==> config.mk <==
export PLATFORM = sky130hd
export DESIGN_NAME = trace_capture
export DESIGN_NICKNAME = d
export VERILOG_FILES = /design/src/rtl/trace_pkg.sv /design/src/rtl/trace_ram.sv /design/src/rtl/trace_capture.sv
export SDC_FILE = /design/constraint.sdc
export NUM_CORES = 1
export LEC_CHECK = 0
export BUFFER_PORTS_ARGS = -buffer_cell sky130_fd_sc_hd__buf_2
export CAP_MARGIN = 40
export CORE_ASPECT_RATIO = 1.2
export CORE_MARGIN = 8
export CORE_UTILIZATION = 40
export DETAILED_ROUTE_END_ITERATION = 6
export SETUP_SLACK_MARGIN = 0.15
export SYNTH_ARGS = -nofsm -noshare
export SYNTH_HDL_FRONTEND = slang
export SYNTH_HIERARCHICAL = 1
export SYNTH_SLANG_ARGS = --single-unit
==> constraint.sdc <==
create_clock -name clk -period 7.8 [get_ports clk]
set_input_delay 0.78 -clock clk [delete_from_list [all_inputs] [get_ports clk]]
set_output_delay 0.78 -clock clk [all_outputs]
set_load 0.01 [all_outputs]
==> src/rtl/trace_pkg.sv <==
// Shared constants for the trigger-based trace capture buffer.
// State encoding and pointer-width helper.
package trace_pkg;

    localparam logic [1:0] ST_IDLE     = 2'd0;
    localparam logic [1:0] ST_ARMED    = 2'd1;
    localparam logic [1:0] ST_POSTTRIG = 2'd2;
    localparam logic [1:0] ST_DONE     = 2'd3;

    function automatic int ptr_w(input int depth);
        return (depth > 1) ? $clog2(depth) : 1;
    endfunction

endpackage

==> src/rtl/trace_ram.sv <==
// Sample storage for trace_capture.
// One synchronous write port, one asynchronous read port.
module trace_ram
    import trace_pkg::*;
#(
    parameter int WIDTH = 8,
    parameter int DEPTH = 32,
    localparam int AW   = ptr_w(DEPTH)
) (
    input  logic             clk,
    input  logic             we,
    input  logic [AW-1:0]    waddr,
    input  logic [WIDTH-1:0] wdata,
    input  logic [AW-1:0]    raddr,
    output logic [WIDTH-1:0] rdata
);

    logic [WIDTH-1:0] mem [DEPTH];

    always_ff @(posedge clk) begin
        if (we) begin
            mem[waddr] <= wdata;
        end
    end

    assign rdata = mem[raddr];

endmodule

==> src/rtl/trace_capture.sv <==
// Circular capture buffer: triggers on the first even sample, keeps POST
// more samples, freezes, then drains oldest-first over valid/ready.
module trace_capture
    import trace_pkg::*;
#(
    parameter int WIDTH = 8,
    parameter int DEPTH = 32,
    parameter int POST  = 8,
    localparam int AW   = ptr_w(DEPTH)
) (
    input  logic             clk,
    input  logic             rst,
    input  logic             arm,
    input  logic             in_valid,
    input  logic [WIDTH-1:0] in_data,
    output logic             rd_valid,
    output logic [WIDTH-1:0] rd_data,
    input  logic             rd_ready,
    output logic [1:0]       state,
    output logic             triggered,
    output logic [AW-1:0]    trig_pos,
    output logic [AW:0]      count
);

    localparam int PW = AW + 1;
    localparam logic [AW:0]   FULL   = (AW + 1)'(DEPTH);
    localparam logic [PW-1:0] POST_V = PW'(POST);

    logic [AW-1:0] wr_ptr;
    logic [AW-1:0] rd_ptr;
    logic [PW-1:0] post_cnt;
    logic          do_arm;
    logic          do_wr;
    logic          trig;
    logic          rd_fire;

    always_comb begin
        do_arm  = arm && (state != ST_DONE);
        do_wr   = in_valid && !do_arm &&
                  ((state == ST_ARMED) || (state == ST_POSTTRIG));
        trig    = do_wr && (state == ST_ARMED) && !in_data[0];
        rd_valid = (state == ST_DONE) && (count != '0);
        rd_fire = rd_valid && rd_ready;
        // Oldest entry sits count slots behind the write pointer.
        rd_ptr  = wr_ptr - count[AW-1:0];
    end

    trace_ram #(
        .WIDTH (WIDTH),
        .DEPTH (DEPTH)
    ) u_ram (
        .clk   (clk),
        .we    (do_wr),
        .waddr (wr_ptr),
        .wdata (in_data),
        .raddr (rd_ptr),
        .rdata (rd_data)
    );

    always_ff @(posedge clk) begin
        if (rst) begin
            state     <= ST_IDLE;
            triggered <= 1'b0;
            trig_pos  <= '0;
            count     <= '0;
            wr_ptr    <= '0;
            post_cnt  <= '0;
        end else if (do_arm) begin
            state     <= ST_ARMED;
            triggered <= 1'b0;
            count     <= '0;
            wr_ptr    <= '0;
            post_cnt  <= '0;
        end else begin
            if (do_wr) begin
                wr_ptr <= wr_ptr + 1'b1;
                if (count != FULL) begin
                    count <= count + 1'b1;
                end
            end
            if (trig) begin
                trig_pos  <= wr_ptr;
                triggered <= 1'b1;
                post_cnt  <= '0;
                state     <= (POST == 0) ? ST_DONE : ST_POSTTRIG;
            end
            if (do_wr && (state == ST_POSTTRIG)) begin
                post_cnt <= post_cnt + 1'b1;
                if (post_cnt + 1'b1 == POST_V) begin
                    state <= ST_DONE;
                end
            end
            if (rd_fire) begin
                count <= count - 1'b1;
                if (count == (AW + 1)'(1)) begin
                    state <= ST_IDLE;
                end
            end
        end
    end

endmodule
==> flow_summary.ini <==
[clock_network]
h-tree-depth = 1
ctsResizeCount = 0
cts.clk_slew.worst_paths_ns = 0.06
cts_sinks = 281
postCtsHoldBufs = 0
cts_root_buffer = clkbuf_16
cts_made_buffers = 27
cts_setup_buffers = 0
clk_path_buf_depth = 3
insertion_delay_ns = 0.54
cts_tree = built

[worst_setup_path]
critPathCaptureType = output pin
cp_slowest_cell = mux4_2
critPathRequiredTime_ns = 7.02
arrival_ns = 3.93
cp_max_fo = 41
path_cells = inv_1, ha_1, fa_1, xnor2_2, buf_4, buf_16, mux4_2, mux4_2, mux2_2, buf_2
crit_top_cell = mux4_2
path_class = flop to output pin
crit_path_start_kind = flop
max_stage_delay_ns = 0.50

[timing]
fin_crit_ns = 4.71
max_freq_mhz = 212
finalSetupViolCount = 0
clock_skew_ns = 0.0104
setup_tns_ns = 0
slew_viol_final = 0
rsz0062_at_grt = false
finalCritPeriodShare_pct = 60.4
relSlewSlack_pct = 40.4
hold_viol_final = 0
tightest_slew_ns = 0.891

[logic_synthesis]
ys_warn_count = 6
yosysTopAreaCell = edfxtp_1
synth_seq_cells = 281
netlist.area_leader.share_pct = 67.3
synthesis.area_mm2 = 0.0114
syn_area_per_cell_um2 = 19.4
synthArstFlopShare_pct = 0
synth_enable_flop_cells = 256
syn_inst = 587
synth_seq_area_share_pct = 71.7
synth.distinct_cells = 47
postSynthNetCount = 614
synth-main-ff-cell = edfxtp_1
synthTopCellsByArea = edfxtp_1, mux4_2, dfxtp_1

[floorplanning]
die_h_um = 201
core_mm2 = 0.0280
initial_core_util_pct = 40.8
die_area_mm2 = 0.0342
die_width_um = 170
io_pins = 36
rows = 67

[drt]
viasPerCell = 5.45
vias = 5735
drcViolationCount = 0
drtIter0Drc = 549
drt_wl_total_mm = 24.6
route.detailed.wl_per_inst_um = 23.4
drt.antenna.violating_nets = 0
drt_first_pass_iters = 5

[grt]
antenna_found_initial = 1
grt_max_degree = 42
grt_pass1_vias = 5973
grt_usage_pct = 14.6
grt_overflow = 0
grt_pass1_wl_mm = 37.5

[finish]
num_antenna_cells = 0
finalNonFillerCells = 1053
fillers = 2388
drive_gt1_share_pct = 30.3
area_delta_synth_final_pct = 14.2
nets = 680
seq_area_mm2 = 0.00819
multiInputGateArea_mm2 = 0.00302
layout_common_cells = edfxtp_1, mux4_2, nor2_1
fin_area_mm2 = 0.0130
layout_commonest_cell = edfxtp_1

[run]
maxCapViolCount = 0

[min_path]
hold_class = flop to flop

[place]
portBuffers = 35
place_area_mm2 = 0.0122
hpwl_mm = 16.4
post-place-cells = 1003
globalplace.congestion = 0.765

[power_and_ir_drop]
vdd_drop_max_mv = 0.118
power.density_mw_per_mm2 = 230
p_leak_nw = 4.11

[outcome]
status = complete, no violations
[final cells by class]
class / count / share of cell area [%]
Clock buffer: 36 / 5.67
Clock inverter: 14 / 0.864
Inverter: 13 / 0.394
Tap cell: 379 / 3.64
Timing Repair Buffer: 63 / 3.46
Multi-Input combinational cell: 267 / 23.2
Sequential cell: 281 / 62.8
[metrics by stage]
step | hold slack (ns) | utilization (%) | power (mW) | worst slack (ns)
6_report | 0.473 | 46.6 | 2.99 | 3.09
5_1_grt | 0.502 | 46.6 | 3.09 | 2.86
4_1_cts | 0.477 | 46.6 | 3.03 | 3.04
3_5_place_dp | 0.462 | 43.5 | 1.78 | 3.63
3_3_place_gp | 0.439 | 42.6 | 1.78 | 3.38
2_1_floorplan | 0.422 | - | 1.74 | 4.05
[registers in the layout, summed over array words and instances (netlist names)]
signal / flops
post_cnt: 6
u_ram/mem: 256
count: 6
wr_ptr: 5
triggered: 1
trig_pos: 5
state: 2
[cell families (layout without fill, tap and decap cells)]
family                     after synthesis  in the layout  share of synthesized area (%)
AOI/OAI and AO/OA                       32             32                           1.84
xor gates and xnor gates                12             12                          0.921
adders and majority gates               14             14                           1.60
buffers and inverters                   39            126                           1.95
DFF                                    281            281                           71.7
muxes                                   95             95                           17.2
and+or+nand+nor                        114            114                           4.77
[layer usage]
layer  wire length [µm]  track usage (%)
met1              10500             19.9
met2              12200             23.9
met3               1330             2.14
met4                520             3.83
met5                 13                0
[worst max-delay path, delay by kind of cell (launching register included)]
family	cells	cell delay, ns
xor gates and xnor gates	1	0.16
muxes	3	1.19
DFF	1	0.48
adders and majority gates	2	0.64
buffers and inverters	4	0.91
[synth_stat cells (all sizes together) (3+ instances only)]
cell type and count:
edfxtp 256, mux4 80, nor2 65, dfxtp 25, buf 16, ha 13, inv 13, a21oi 12
nand2 10, clkbuf 9, mux2 8, nand3 8, o21ai 8, xnor2 8, mux2i 7, nand3b 7
xor2 4, and3 3, nand4 3, nor3 3, nor4 3, or3b 3
[where the power goes]
group / total, mW / switching (mW) / internal [mW]
combinational: 0.104 / 0.0619 / 0.0424
sequential: 1.64 / 0.00129 / 1.64
clock: 1.25 / 0.543 / 0.704
total: 2.99 / 0.606 / 2.39
[path summary, 6_finish.rpt]
| kind | startpoint | endpoint | slack (ns) | cells after the start |
|---|---|---|---|---|
| setup / recovery | wr_ptr[0] | rd_data[1] | 3.09 | 10 |
| setup reg to reg | state[0] | u_ram/mem[6][5] | 4.49 | 6 |
| hold reg to reg | triggered | triggered | 0.47 | 2 |
| hold / removal | triggered | triggered | 0.47 | 2 |
Power figures use the tool's default switching activity.
